### config.mk
export PLATFORM = sky130hd
export DESIGN_NAME = vga_timing_gen
export DESIGN_NICKNAME = d
export VERILOG_FILES = /design/src/rtl/vga_timing_gen.sv
export SDC_FILE = /design/constraint.sdc
export NUM_CORES = 1
export LEC_CHECK = 0
export BUFFER_PORTS_ARGS = -buffer_cell sky130_fd_sc_hd__buf_2
export CAP_MARGIN = 20
export CELL_PAD_IN_SITES_DETAIL_PLACEMENT = 1
export CELL_PAD_IN_SITES_GLOBAL_PLACEMENT = 1
export CORE_MARGIN = 2
export CORE_UTILIZATION = 39
export DETAILED_ROUTE_END_ITERATION = 8
export HOLD_SLACK_MARGIN = 0.12
export PLACE_DENSITY = 0.93
export SLEW_MARGIN = 20
export SYNTH_ARGS = -nofsm -noshare
export SYNTH_HDL_FRONTEND = slang
export SYNTH_SLANG_ARGS = --single-unit
### constraint.sdc
create_clock -name iCLK -period 5.7 [get_ports iCLK]
set_input_delay 0.285 -clock iCLK [delete_from_list [all_inputs] [get_ports iCLK]]
set_output_delay 0.285 -clock iCLK [all_outputs]
set_load 0.1 [all_outputs]
### src/rtl/vga_timing_gen.sv
// 640x480@60 VGA timing generator: registered sync/blank/prefetch coordinates
// derived from the next counter state, plus combinational colour gating.
module vga_timing_gen #(
    parameter int H_SYNC   = 96,
    parameter int H_BACK   = 48,
    parameter int H_ACT    = 640,
    parameter int H_FRONT  = 16,
    parameter int V_SYNC   = 2,
    parameter int V_BACK   = 33,
    parameter int V_ACT    = 480,
    parameter int V_FRONT  = 10,
    parameter int PIX_LEAD = 2
) (
    input  logic       iCLK,
    input  logic       iRST_N,
    input  logic [3:0] iCursor_RGB_EN,
    input  logic [9:0] iRed,
    input  logic [9:0] iGreen,
    input  logic [9:0] iBlue,
    output logic [9:0] oCoord_X,
    output logic [9:0] oCoord_Y,
    output logic [9:0] oVGA_R,
    output logic [9:0] oVGA_G,
    output logic [9:0] oVGA_B,
    output logic       oVGA_H_SYNC,
    output logic       oVGA_V_SYNC,
    output logic       oVGA_SYNC,
    output logic       oVGA_BLANK
);

    localparam int H_TOTAL = H_SYNC + H_BACK + H_ACT + H_FRONT;
    localparam int V_TOTAL = V_SYNC + V_BACK + V_ACT + V_FRONT;
    localparam int H_START = H_SYNC + H_BACK;
    localparam int H_END   = H_START + H_ACT;
    localparam int V_START = V_SYNC + V_BACK;
    localparam int V_END   = V_START + V_ACT;

    logic [9:0]  h_cnt, v_cnt;
    logic [9:0]  h_nxt, v_nxt;
    logic [10:0] hp_nxt;
    logic        h_act_nxt, v_act_nxt, hp_act_nxt;
    logic        unused_en3;

    assign unused_en3 = iCursor_RGB_EN[3];

    // Outputs are computed from the next counter value so they land in the
    // same cycle as the counter they describe.
    always_comb begin
        h_nxt = h_cnt + 10'd1;
        v_nxt = v_cnt;
        if (h_cnt == 10'(H_TOTAL - 1)) begin
            h_nxt = '0;
            if (v_cnt == 10'(V_TOTAL - 1))
                v_nxt = '0;
            else
                v_nxt = v_cnt + 10'd1;
        end
        hp_nxt     = {1'b0, h_nxt} + 11'(PIX_LEAD);
        h_act_nxt  = (h_nxt >= 10'(H_START)) && (h_nxt < 10'(H_END));
        v_act_nxt  = (v_nxt >= 10'(V_START)) && (v_nxt < 10'(V_END));
        hp_act_nxt = (hp_nxt >= 11'(H_START)) && (hp_nxt < 11'(H_END));
    end

    always_ff @(posedge iCLK) begin
        if (!iRST_N) begin
            h_cnt       <= 10'(H_TOTAL - 1);
            v_cnt       <= 10'(V_TOTAL - 1);
            oVGA_H_SYNC <= 1'b1;
            oVGA_V_SYNC <= 1'b1;
            oVGA_BLANK  <= 1'b0;
            oCoord_X    <= '0;
            oCoord_Y    <= '0;
        end else begin
            h_cnt       <= h_nxt;
            v_cnt       <= v_nxt;
            oVGA_H_SYNC <= !(h_nxt < 10'(H_SYNC));
            oVGA_V_SYNC <= !(v_nxt < 10'(V_SYNC));
            oVGA_BLANK  <= h_act_nxt && v_act_nxt;
            if (hp_act_nxt && v_act_nxt) begin
                oCoord_X <= 10'(hp_nxt - 11'(H_START));
                oCoord_Y <= v_nxt - 10'(V_START);
            end else begin
                oCoord_X <= '0;
                oCoord_Y <= '0;
            end
        end
    end

    assign oVGA_SYNC = 1'b1;
    assign oVGA_R    = (oVGA_BLANK && iCursor_RGB_EN[2]) ? iRed   : '0;
    assign oVGA_G    = (oVGA_BLANK && iCursor_RGB_EN[1]) ? iGreen : '0;
    assign oVGA_B    = (oVGA_BLANK && iCursor_RGB_EN[0]) ? iBlue  : '0;

endmodule

Word-level counts from Yosys, hierarchy flattened
Cells that the tools add are included.
{"block": "totals", "ff_bits": 43, "input_bits": 36, "output_inout_bits": 54, "wordCells": 39}
{"block": "classes", "n_addsub": 5, "order_cmp": 8, "eq_ne": 2, "mux": 6, "n_reduce_logical": 11}
{"op": "$mux W10", "n": 6}
{"op": "$add A10 B1 Y10 const B", "n": 2}
{"op": "$eq A10 B10 Y1 const B", "n": 2}
{"op": "$lt A10 B10 Y1 const B", "n": 2}
{"op": "$add A10 B2 Y11 const B", "n": 1}
{"op": "$ge A11 B8 Y1 const B", "n": 1}
{"op": "$lt A11 B10 Y1 const B", "n": 1}
{"op": "$ge A10 B6 Y1 const B", "n": 1}
{"op": "$ge A10 B8 Y1 const B", "n": 1}
{"op": "$lt A10 B2 Y1 const B", "n": 1}
{"op": "$lt A10 B7 Y1 const B", "n": 1}
{"op": "$sub A10 B6 Y10 const B", "n": 1}
{"op": "$sub A10 B8 Y10 const B", "n": 1}
{"op": "$logic_and A1 B1 Y1", "n": 8}
{"op": "$logic_not A1 Y1", "n": 2}
{"op": "$reduce_and A2 Y1", "n": 1}

Longest topological paths before layout
{"block": "depth", "depth_word": 7, "mapped_depth": 15, "mapped_depth_nobuf": 12}

Worst setup path before layout
OpenSTA, ideal clock, no wires.
{"block": "synth_timing", "kind": "reg2reg", "start": "reg h_cnt[0]", "end": "reg oCoord_Y[4]", "setup_ps": 87, "arrival_ps": 2918, "required_time_ps": 5613, "path_slack_ps": 2695, "path_stages_with_launch": 16, "path_buffers": 3, "period_less_slack_ps": 3005, "cell_sequence": "dfxtp_1 -> ha_1 -> buf_6 -> and4_1 -> buf_6 -> nand3_2 -> and2_1 -> ha_1 -> inv_1 -> a31oi_2 -> nand2_1 -> xor2_1 -> a31oi_1 -> o211a_2 -> buf_6 -> nor4b_4"}
{"block": "synth_via", "elab_chain_len": 7, "elab_cells_between_ends": 14}
{"element": "start: declaration", "line_no": "38", "source": "logic [9:0] h_cnt, v_cnt;"}
{"element": "start signal: assignment", "line_no": "66", "source": "h_cnt <= 10'(H_TOTAL - 1);"}
{"element": "start signal: assignment", "line_no": "74", "source": "h_cnt <= h_nxt;"}
{"element": "$add A10 B1 Y10 or $eq A10 B10 Y1 (tied branches)", "line_no": "49, 51"}
{"element": "$mux W10 (*)", "line_no": "51", "source": "if (h_cnt == 10'(H_TOTAL - 1)) begin"}
{"element": "via h_nxt[1]", "line_no": "39", "source": "logic [9:0] h_nxt, v_nxt;"}
{"element": "$add A10 B2 Y11 (*)", "line_no": "58", "source": "hp_nxt = {1'b0, h_nxt} + 11'(PIX_LEAD);"}
{"element": "$ge A11 B8 Y1 or $lt A11 B10 Y1 (tied branches)", "line_no": "61", "source": "hp_act_nxt = (hp_nxt >= 11'(H_START)) && (hp_nxt < 11'(H_END));"}
{"element": "$logic_and A1 B1 Y1 (*)", "line_no": "61"}
{"element": "$logic_and A1 B1 Y1 (*)", "line_no": "79", "source": "if (hp_act_nxt && v_act_nxt) begin"}
{"element": "$reduce_and A2 Y1 (no source line) (*)"}
{"element": "end signal: assignment", "line_no": "81", "source": "oCoord_Y <= v_nxt - 10'(V_START);"}
{"element": "end: declaration", "line_no": "21", "source": "output logic [9:0] oCoord_Y,"}
Mark *: on every way through the listed nets, which the timed path passes. The rest lies on a longest branch.
A chain may end at the register's enable or synchronous reset.

Worst setup path in the final report
{"block": "layout_timing", "start": "reg h_cnt[0]", "end": "reg oCoord_Y[6]"}
{"block": "layout_via", "elab_cells_between_ends": 14}
{"element": "$eq A10 B10 Y1 (*)", "line_no": "51"}
{"element": "$mux W10 (*)", "line_no": "51"}
{"element": "via v_nxt[0]", "line_no": "39"}
{"element": "$ge A10 B6 Y1 or $lt A10 B10 Y1 (tied branches)", "line_no": "60", "source": "v_act_nxt = (v_nxt >= 10'(V_START)) && (v_nxt < 10'(V_END));"}
{"element": "$logic_and A1 B1 Y1", "line_no": "60"}
{"element": "$logic_and A1 B1 Y1", "line_no": "79"}
{"element": "$reduce_and A2 Y1 (no source line)"}
Marked as above.

==> flow_summary.yaml <==
yosys:
  ys_ff_latch: 43
  syn_area_mm2: 0.00267
  ys_types: 59
  syn_nets: 358
  synth_edf_count: 0
  synth_largest_area_cell: "dfxtp_1"
  yosysSeqAreaShare_pct: 32.2
  async_flop_share_pct: 0
  ys_warn_count: 0
  synth_area_leaders: "dfxtp_1, and3_1, xnor2_1"
  avgSynthCellArea_um2: 8.48
  synthCells: 315
  yosysTopAreaCellShare_pct: 32.2
  synth-main-ff-cell: "dfxtp_1"
setup_path:
  r2r_cells: 9
  critPathLaunchType: "flop"
  r2r-end: "oCoord_Y[6]"
  r2r-start: "h_cnt[0]"
  crit_family: "compound AO/OA/AOI/OAI gates"
  worst-path-buf-inv: 0
  crit_type: "flop to flop"
  required_ns: 5.86
  worstPathCellList: "ha_1 -> and4_1 -> and3_1 -> o21ai_0 -> ha_1 -> o31ai_4 -> a21oi_2 -> a31oi_4 -> nor3_1"
  cp.arrival_ns: 4.04
  cpPeakStageDelay_ns: 0.63
  path_max_fanout: 21
  slowest_stage: "a31oi_4"
  r2r_slack_ns: 1.82
  end_kind: "flop"
  cpMostUsedCell: "ha_1"
timing:
  tns_ns: 0
  fin_skew_ns: 0.00462
  finalSetupViolations: 0
  fin_crit_sh_pct: 68.1
  tightest_slew_ns: 0.760
  grt_setup_unrepaired: "no"
  report.final.slew_viol_count: 0
  min_period_ns: 3.88
  slew_headroom_pct: 49.3
  max_freq_ghz: 0.258
  hold_violations: 0
global_routing:
  grt_pass1_wl_um: 12500
  grt_max_degree: 32
  grt-ovfl-total: 0
  grt_usage_pct: 20.8
  grt_pass1_vias: 2557
  antenna_found_initial: 0
power:
  p_sw_w: 0.00116
  combPwrFrac_pct: 66.3
  p_int_w: 0.000880
  p_leak_nw: 1.53
  swShare_pct: 56.9
  power.ir.vdd_worst_v: 0.000238
  sequentialPowerShare_pct: 22.9
  pwr-share-clk_pct: 10.7
  p_total_w: 0.00204
  power.density_mw_per_mm2: 640
clock_tree:
  clk_pin_slew_worst_paths_ns: 0.08
  cts.repair.resized: 0
  cts_setup_buffers: 0
  clock-sinks: 43
  cts-root-buf: "clkbuf_8"
  numCtsBuffers: 5
  cts_htree_levels: 2
  cts_tree: "yes"
  clock_latency_ns: 0.30
  cts_hold_buffers: 0
  clock_path_buffers: 2
cells_and_area:
  layout.nets: 432
  seqCellArea_um2: 861
  drive_above_1_share_pct: 30.5
  diodes: 0
  filler_cell_count: 836
  multi_input_area_mm2: 0.00166
  area_growth_pct: 19.3
detailed_routing:
  finalWirelength_um: 7800
  wire_per_inst_um: 16.6
  drt_iter0_markers: 211
  num_vias: 2684
  drtPass1Iterations: 4
  viasPerCell: 5.71
  drtAntennaViolNets: 0
  drc: 0
floorplan:
  dieArea_mm2: 0.00752
  rows: 30
  fp.dieW_um: 86.7
  start_util_pct: 39.7
  die_h_um: 86.7
  coreArea_mm2: 0.00672
  ios: 90
worst_hold_path:
  whs_endpoint: "h_cnt[4]"
  whs_path_depth: 2
  hp-start: "iRST_N"
  hold_class: "input pin to flop"
place:
  dp_hpwl_um: 5710
  gp_congestion: 0.823
  portBuffers: 87
job:
  cap_violations: 0
outcome:
  status: "completed"
cell type report:
cell class | count | area share (%)
Clock buffer | 8 | 3.14
Inverter | 7 | 0.825
Multi-Input combinational cell | 245 | 52.2
Sequential cell | 43 | 27.0
Tap cell | 80 | 3.14
Timing Repair Buffer | 87 | 13.7
synth_stat cells (2+ instances only):
library cell  number
a211o_1            2
a21oi_1            8
a21oi_2            2
a31oi_1            7
and2_1             7
and3_1            35
and3b_1            3
buf_2              7
buf_4              2
buf_6              4
clkbuf_1           7
dfxtp_1           43
ha_1               7
inv_1              7
nand2_1           25
nand2b_1           2
nand3_1           13
nand4_1           12
nand4b_1           2
nor2_1            16
nor2b_1            3
nor3_1            21
nor3b_2            2
nor4_1             2
nor4b_4            2
o21ai_0           10
o31ai_1            2
or2_2              5
or3_1              2
xnor2_1           17
xor2_1            10
per-layer routing:
layer / track usage (%) / wire length, um / up-vias
li1: - / - / 1279
met1: 25.7 / 3340 / 1315
met2: 36.1 / 3960 / 77
met3: 3.71 / 348 / 13
met4: 7.67 / 150 / 0
met5: 0 / 0 / -
kinds of logic after synthesis:
logic type | Yosys count | share of synthesized area [%]
AND/OR/NAND/NOR | 159 | 35.2
AO/OA/AOI/OAI | 49 | 14.0
flip-flops | 43 | 32.2
XOR/XNOR | 27 | 8.86
buffers and inverters | 27 | 5.53
adder cells (fa/ha/maj) | 7 | 3.28
multiplexers | 2 | 0.797
other | 1 | 0.140
stage by stage:
stage	util [%]	hold slack, ns	cell area (um2)	std cells	worst slack [ns]
6_report	47.4	0.254	3180	470	1.82
4_1_cts	47.4	0.255	3180	470	1.83
3_5_place_dp	45.9	0.554	3080	462	1.88
2_1_floorplan	-	0.507	2670	315	2.69
5_1_grt	47.4	0.267	3180	470	1.53
3_3_place_gp	45.9	0.542	3080	462	1.98
power groups by stage:
stage | combinational (W) | clock, W | sequential [W]
2_1_floorplan | 0.000996 | 0 | 0.000614
3_3_place_gp | 0.00127 | 0 | 0.000464
3_5_place_dp | 0.00133 | 0 | 0.000471
4_1_cts | 0.00135 | 0.000220 | 0.000466
5_1_grt | 0.00147 | 0.000233 | 0.000483
6_report | 0.00135 | 0.000219 | 0.000468
layout by cell type, fill, tap and decap left out, drive strengths merged, types with 5 or more instances in the layout:
cell type,count
ha,7
dfxtp,43
o21ai,11
nor3,22
a21oi,10
nand2,25
nand4,12
clkbuf,8
a31oi,9
nand3,14
and3,35
xnor2,17
xor2,10
or2,5
inv,7
nor2,16
and2,7
buf,87
worst max-delay path by stage:
stage	endpoint	cells after the start	slack, ns	startpoint
4_1_cts	oCoord_Y[5]	9	1.83	h_cnt[0]
6_report	oCoord_Y[6]	9	1.82	h_cnt[0]
2_1_floorplan	oCoord_Y[4]	15	2.69	h_cnt[0]
5_1_grt	oCoord_Y[6]	9	1.53	h_cnt[0]
3_3_place_gp	oCoord_Y[3]	9	1.98	h_cnt[0]
3_5_place_dp	oCoord_Y[5]	9	1.88	h_cnt[0]
state kept, by name, indices dropped and copies added, names as in the netlist:
name and count:
h_cnt 10, oCoord_X 10, oCoord_Y 10, v_cnt 10, oVGA_BLANK 1, oVGA_H_SYNC 1, oVGA_V_SYNC 1
worst register-to-register path, delay by kind of cell (launching register included):
| family | cells | cell delay (ns) |
|---|---|---|
| AO/OA/AOI/OAI | 4 | 1.39 |
| adder cells (fa/ha/maj) | 2 | 0.72 |
| flip-flops | 1 | 0.45 |
| AND/OR/NAND/NOR | 3 | 1.18 |
No activity file was read; power rests on OpenSTA's default activity.
